`config.mk`:
```
export PLATFORM = sky130hd
export DESIGN_NAME = sync_fifo_mc_top
export DESIGN_NICKNAME = d
export VERILOG_FILES = /design/src/rtl/sync_fifo_mc_top.sv
export SDC_FILE = /design/constraint.sdc
export NUM_CORES = 1
export LEC_CHECK = 0
export CAP_MARGIN = 20
export CORE_ASPECT_RATIO = 0.9
export CORE_MARGIN = 4
export CORE_UTILIZATION = 55
export DETAILED_ROUTE_END_ITERATION = 12
export GPL_TIMING_DRIVEN = 0
export PLACE_DENSITY = 0.83
export REMOVE_ABC_BUFFERS = 1
export SYNTH_ARGS = -nofsm -noshare
export SYNTH_HDL_FRONTEND = slang
export SYNTH_SLANG_ARGS = --single-unit
```
`constraint.sdc`:
```
create_clock -name clk -period 4.9 [get_ports clk]
set_clock_uncertainty 0.15 [all_clocks]
set_input_delay 0.49 -clock clk [delete_from_list [all_inputs] [get_ports clk]]
set_output_delay 0.49 -clock clk [all_outputs]
set_load 0.05 [all_outputs]
```
`src/rtl/sync_fifo_mc_top.sv`:
```
// sync_fifo_mc_top: single-clock multi-channel FIFO.
// 2^ch_width logical FIFOs share one simple dual-port RAM; the channel number
// is the upper RAM address field. One write port and one read port, each with
// its own channel select.
// Optional feature: define SYNC_FIFO_MC_FILL_LEVEL_EN to add the per-channel
// fill-level output port "fill".
module sync_fifo_mc_top #(
  parameter int data_width = 18,
  parameter int addr_width = 4,
  parameter int ch_width   = 2
) (
  input  logic                              clk,
  input  logic                              rst,
  input  logic [data_width-1:0]             d,
  input  logic                              wr,
  input  logic [ch_width-1:0]               wr_ch,
  input  logic                              rd,
  input  logic [ch_width-1:0]               rd_ch,
  output logic [data_width-1:0]             q,
  output logic                              q_valid,
  output logic [(1<<ch_width)-1:0]          fifo_full,
  output logic [(1<<ch_width)-1:0]          fifo_empty,
  output logic                              wr_err,
  output logic                              rd_err
`ifdef SYNC_FIFO_MC_FILL_LEVEL_EN
  ,
  output logic [(1<<ch_width)*(addr_width+1)-1:0] fill
`endif
);

  localparam int channels  = 1 << ch_width;
  localparam int ram_depth = 1 << (ch_width + addr_width);

  // Binary pointers, one extra MSB as the wrap bit to tell full from empty.
  logic [addr_width:0]          wptr [channels];
  logic [addr_width:0]          rptr [channels];
  logic [data_width-1:0]        mem  [ram_depth];

  logic                         wr_ok;
  logic                         rd_ok;
  logic [ch_width+addr_width-1:0] waddr;
  logic [ch_width+addr_width-1:0] raddr;

  // Per-channel flags (and optional fill level) straight from the registered pointers.
  for (genvar i = 0; i < channels; i++) begin : g_flags
    assign fifo_empty[i] = (wptr[i] == rptr[i]);
    assign fifo_full[i]  = (wptr[i][addr_width] != rptr[i][addr_width]) &&
                           (wptr[i][addr_width-1:0] == rptr[i][addr_width-1:0]);
`ifdef SYNC_FIFO_MC_FILL_LEVEL_EN
    assign fill[i*(addr_width+1) +: (addr_width+1)] = wptr[i] - rptr[i];
`endif
  end

  // Acceptance is judged on the pre-edge flags, so a concurrent read never
  // frees space for a write and a concurrent write never feeds a read.
  assign wr_ok = wr && !fifo_full[wr_ch];
  assign rd_ok = rd && !fifo_empty[rd_ch];
  assign waddr = {wr_ch, wptr[wr_ch][addr_width-1:0]};
  assign raddr = {rd_ch, rptr[rd_ch][addr_width-1:0]};

  // Pointer advance on accepted transfers; reset drops all queued data.
  always_ff @(posedge clk or posedge rst) begin
    if (rst) begin
      for (int i = 0; i < channels; i++) begin
        wptr[i] <= '0;
        rptr[i] <= '0;
      end
    end else begin
      if (wr_ok) wptr[wr_ch] <= wptr[wr_ch] + 1'b1;
      if (rd_ok) rptr[rd_ch] <= rptr[rd_ch] + 1'b1;
    end
  end

  // Shared storage; contents are deliberately left unreset.
  always_ff @(posedge clk) begin
    if (wr_ok) mem[waddr] <= d;
  end

  // ---- read stage boundary: registered data, valid and error pulses ----
  // Read data register holds its value when no read is accepted.
  always_ff @(posedge clk or posedge rst) begin
    if (rst) begin
      q       <= '0;
      q_valid <= 1'b0;
      wr_err  <= 1'b0;
      rd_err  <= 1'b0;
    end else begin
      q_valid <= rd_ok;
      wr_err  <= wr && fifo_full[wr_ch];
      rd_err  <= rd && fifo_empty[rd_ch];
      if (rd_ok) q <= mem[raddr];
    end
  end

endmodule

```
==> flow_summary.toml <==
[logic_synthesis]
yosysTopAreaCell = "edfxtp_1"
ys_ff_latch = 1213
syn_area_um2 = 48270
syn_inst = 3060
ys_async_sr_fraction = 0.05029
synth_edf_count = 1152
synth_cell_type_count = 56
synth_ff_type = "edfxtp_1"
avgSynthCellArea_um2 = 15.77
synth_top_cell_area_share = 0.7167
netlist_top_cells_area = "edfxtp_1 72%, mux2i_1 5.5%, dfrtp_1 3.2%"
ys_seq_area_frac = 0.7483
synth.most_common_cell = "edfxtp_1"
synthTopCellsByCount = "1152 x edfxtp_1, 340 x nand2_1, 263 x mux2i_1, 146 x a211oi_1, 124 x and2_1"
yosys_warnings = 0

[global_route]
grt_pass1_wl_um = 189400
overflow = 0
track_usage = 0.2790
grt_max_degree = 151
grt_pass1_vias = 28850
grt_antenna_before_repair = 10

[power_and_ir_drop]
ir_worst_vdd_mv = 0.5231
switchingPower_mw = 10.61
internal_power_mw = 19.96
p_comb_frac = 0.316
sw_frac_of_total = 0.3471
clkPwrFrac = 0.284
p_leak_nw = 18.38
power_density_nw_per_um2 = 551.2
pwr-share-seq = 0.400

[clock_network]
cts-root-buf = "clkbuf_16"
cts.sinks = 1213
path_clk_slew_ns = 0.06
clockBufferDepth = 3
numCtsBuffers = 108
clock_latency_ns = 0.69
cts_tree = "done"
cts_max_level = 3

[layout]
drive_gt1_frac = 0.1387
multi_input_area_um2 = 11550
regArea_um2 = 36120
fillers = 5423
nets = 3178
finalNonFillerCells = 4392
syn_to_final_growth_pct = 14.88

[floorplanning]
coreArea_um2 = 86530
die_w_um = 320.3
start_util = 0.5578
io_pins = 55
die-area_um2 = 92570
die_h_um = 289.0
std_cell_rows = 102

[sta]
period_share = 1.013
fmax_ghz = 0.2015
max_slew.worst_pin.slew_ns = 1.157
finalMaxSlewViolations = 0
rsz0062_at_grt = "false"
hold_viol = 0
setup_violations = 4
period_minus_slack_ns = 4.964
holdWs_ns = 0.06307
relSlewSlack = 0.2215
setup_slack_ns = -0.06385

[outcome]
status = "complete, but fails checks"
failed_checks = "setup timing"

[critical_path]
required_ns = 5.32
start_kind = "primary input"
critPathKind = "in2reg"
r2r-end = "q[9]"
cpMaxStageDelayCell = "nand3_1"
rrSetupSlack_ns = 0.07
end_kind = "flip-flop"
cpPeakStageDelay_ns = 0.88
arrival_ns = 5.38
r2r_start = "rptr[5]"
path_cells = "buf_2 -> buf_12 -> mux2i_1 -> mux2_8 -> inv_16 -> buf_16 -> nand3_1 -> o22ai_1 -> nor4_2 -> nand4_1 -> o22a_1"
rr_worst_depth = 9
crit_path_max_fanout = 85

[routing]
drt_iter0_markers = 4829
drtPass1Iterations = 6
drc = 0
antenna_left = 0
routed_wl_um = 132200
route.vias.total = 29840
vias_per_cell = 6.794
wire_per_inst_um = 30.10

[placement]
hpwl_um = 77330
dp_cells = 4169
io_buffers = 54
place.gp.congestion = 0.9457

[job]
drv_cap = 0

[min_path]
hold_path_class = "in2reg"
min_path_cells = 1
hp-start = "d[13]"
whs_endpoint = "mem[32][13]"
[registers in the layout, indices dropped and copies added, names as in the netlist]
signal	count
wptr	20
rd_err	1
wr_err	1
q_valid	1
q	18
mem	1152
rptr	20
[kinds of logic after synthesis]
| kind of cell | after synthesis | share of synthesized area |
|---|---|---|
| mux | 317 | 0.07235 |
| buf+inv | 210 | 0.02178 |
| flops | 1213 | 0.7483 |
| simple gates | 741 | 0.07188 |
| fa+ha+maj | 2 | 0.0005184 |
| xor+xnor | 28 | 0.005081 |
| compound gates | 549 | 0.08005 |
[worst max path at each step]
stage	start	endpoint	slack, ns
3_5_place_dp	rd_ch[0]	q[5]	-2.51
4_1_cts	rd_ch[1]	q[0]	0.05
6_report	rd_ch[1]	q[9]	-0.06
3_3_place_gp	rd_ch[0]	q[5]	-16.72
5_1_grt	rd_ch[1]	q[0]	0.02
2_1_floorplan	rd_ch[0]	q[15]	-4.34
[per-layer routing]
metal  GRT usage  vias up  routed length, um  share of wire
met4      0.1323        8               7608          0.058
met2      0.4294     2507              59550           0.45
li1            -    12190                  -              -
met3     0.09507      533              20260           0.15
met1      0.3611    14600              44690           0.34
met5           0        -                 81        0.00061
[worst max-delay path: cells and delay by family]
kind | cells | cell delay, ns
compound gates | 2 | 0.60
simple gates | 3 | 1.90
buf+inv | 4 | 1.26
mux | 2 | 0.92
[power groups by stage]
| stage | logic (mW) | registers, mW | clock network (mW) |
|---|---|---|---|
| 6_report | 9.67 | 12.2 | 8.67 |
| 5_1_grt | 10.0 | 12.2 | 9.17 |
| 4_1_cts | 9.29 | 12.2 | 8.65 |
| 3_5_place_dp | 8.85 | 12.4 | 0 |
| 3_3_place_gp | 8.76 | 12.4 | 0 |
| 2_1_floorplan | 5.52 | 12.5 | 0 |
[placed cells by master (no fill, tap or decap), drive strengths merged, types with 7 or more instances in the layout]
cell type / n
mux2i: 263
buf: 130
clkbuf: 132
nand2: 340
a211oi: 146
nand4: 21
inv: 16
o21ai: 62
nor2: 92
a311oi: 12
a32oi: 13
a221oi: 60
o2111ai: 12
mux4: 22
a31oi: 89
a21oi: 32
a22oi: 12
and2: 142
edfxtp: 1152
and3: 7
nor2b: 11
nand3: 84
clkdlybuf4s50: 34
mux2: 35
o211ai: 15
o22ai: 64
xor2: 22
nor4: 20
o22a: 12
clkinv: 53
dfrtp: 61
bufinv: 16
[area by class of cell]
cell class,instances,area share
clock buffers,130,0.05023
clock inverters,74,0.01494
diodes,4,0.0001805
multi-input cells,1640,0.2082
flip-flops and latches,1213,0.6514
inverters,15,0.001580
repair buffers,172,0.04759
well taps,1144,0.02582
[metrics by stage]
stage	setup slack (ns)	power, mW	util	area [um^2]	setup TNS (ns)
after floorplan	-4.336	18.04	-	47280	-115.55
after global placement	-16.72	21.16	0.5692	49250	-719.36
final	-0.06385	30.56	0.6408	55450	-0.08798
after global routing	0.01887	31.45	0.6407	55440	0
after CTS	0.04648	30.13	0.6397	55350	0
after detailed placement	-2.506	21.23	0.5945	51440	-45.92
[repair_timing]
| item | 4_1_cts | 5_1_grt |
|---|---|---|
| buffers inserted | 0 | 2 |
| pin swaps | 3 | 1 |
| endpoints found under the hold margin | 19 | 0 |
| resized for setup | 28 | 0 |
| gates cloned | 4 | 2 |
| hold buffers | 4 | 0 |
| endpoints found under the setup margin | 22 | 14 |
(Power assumes the default switching activity.)
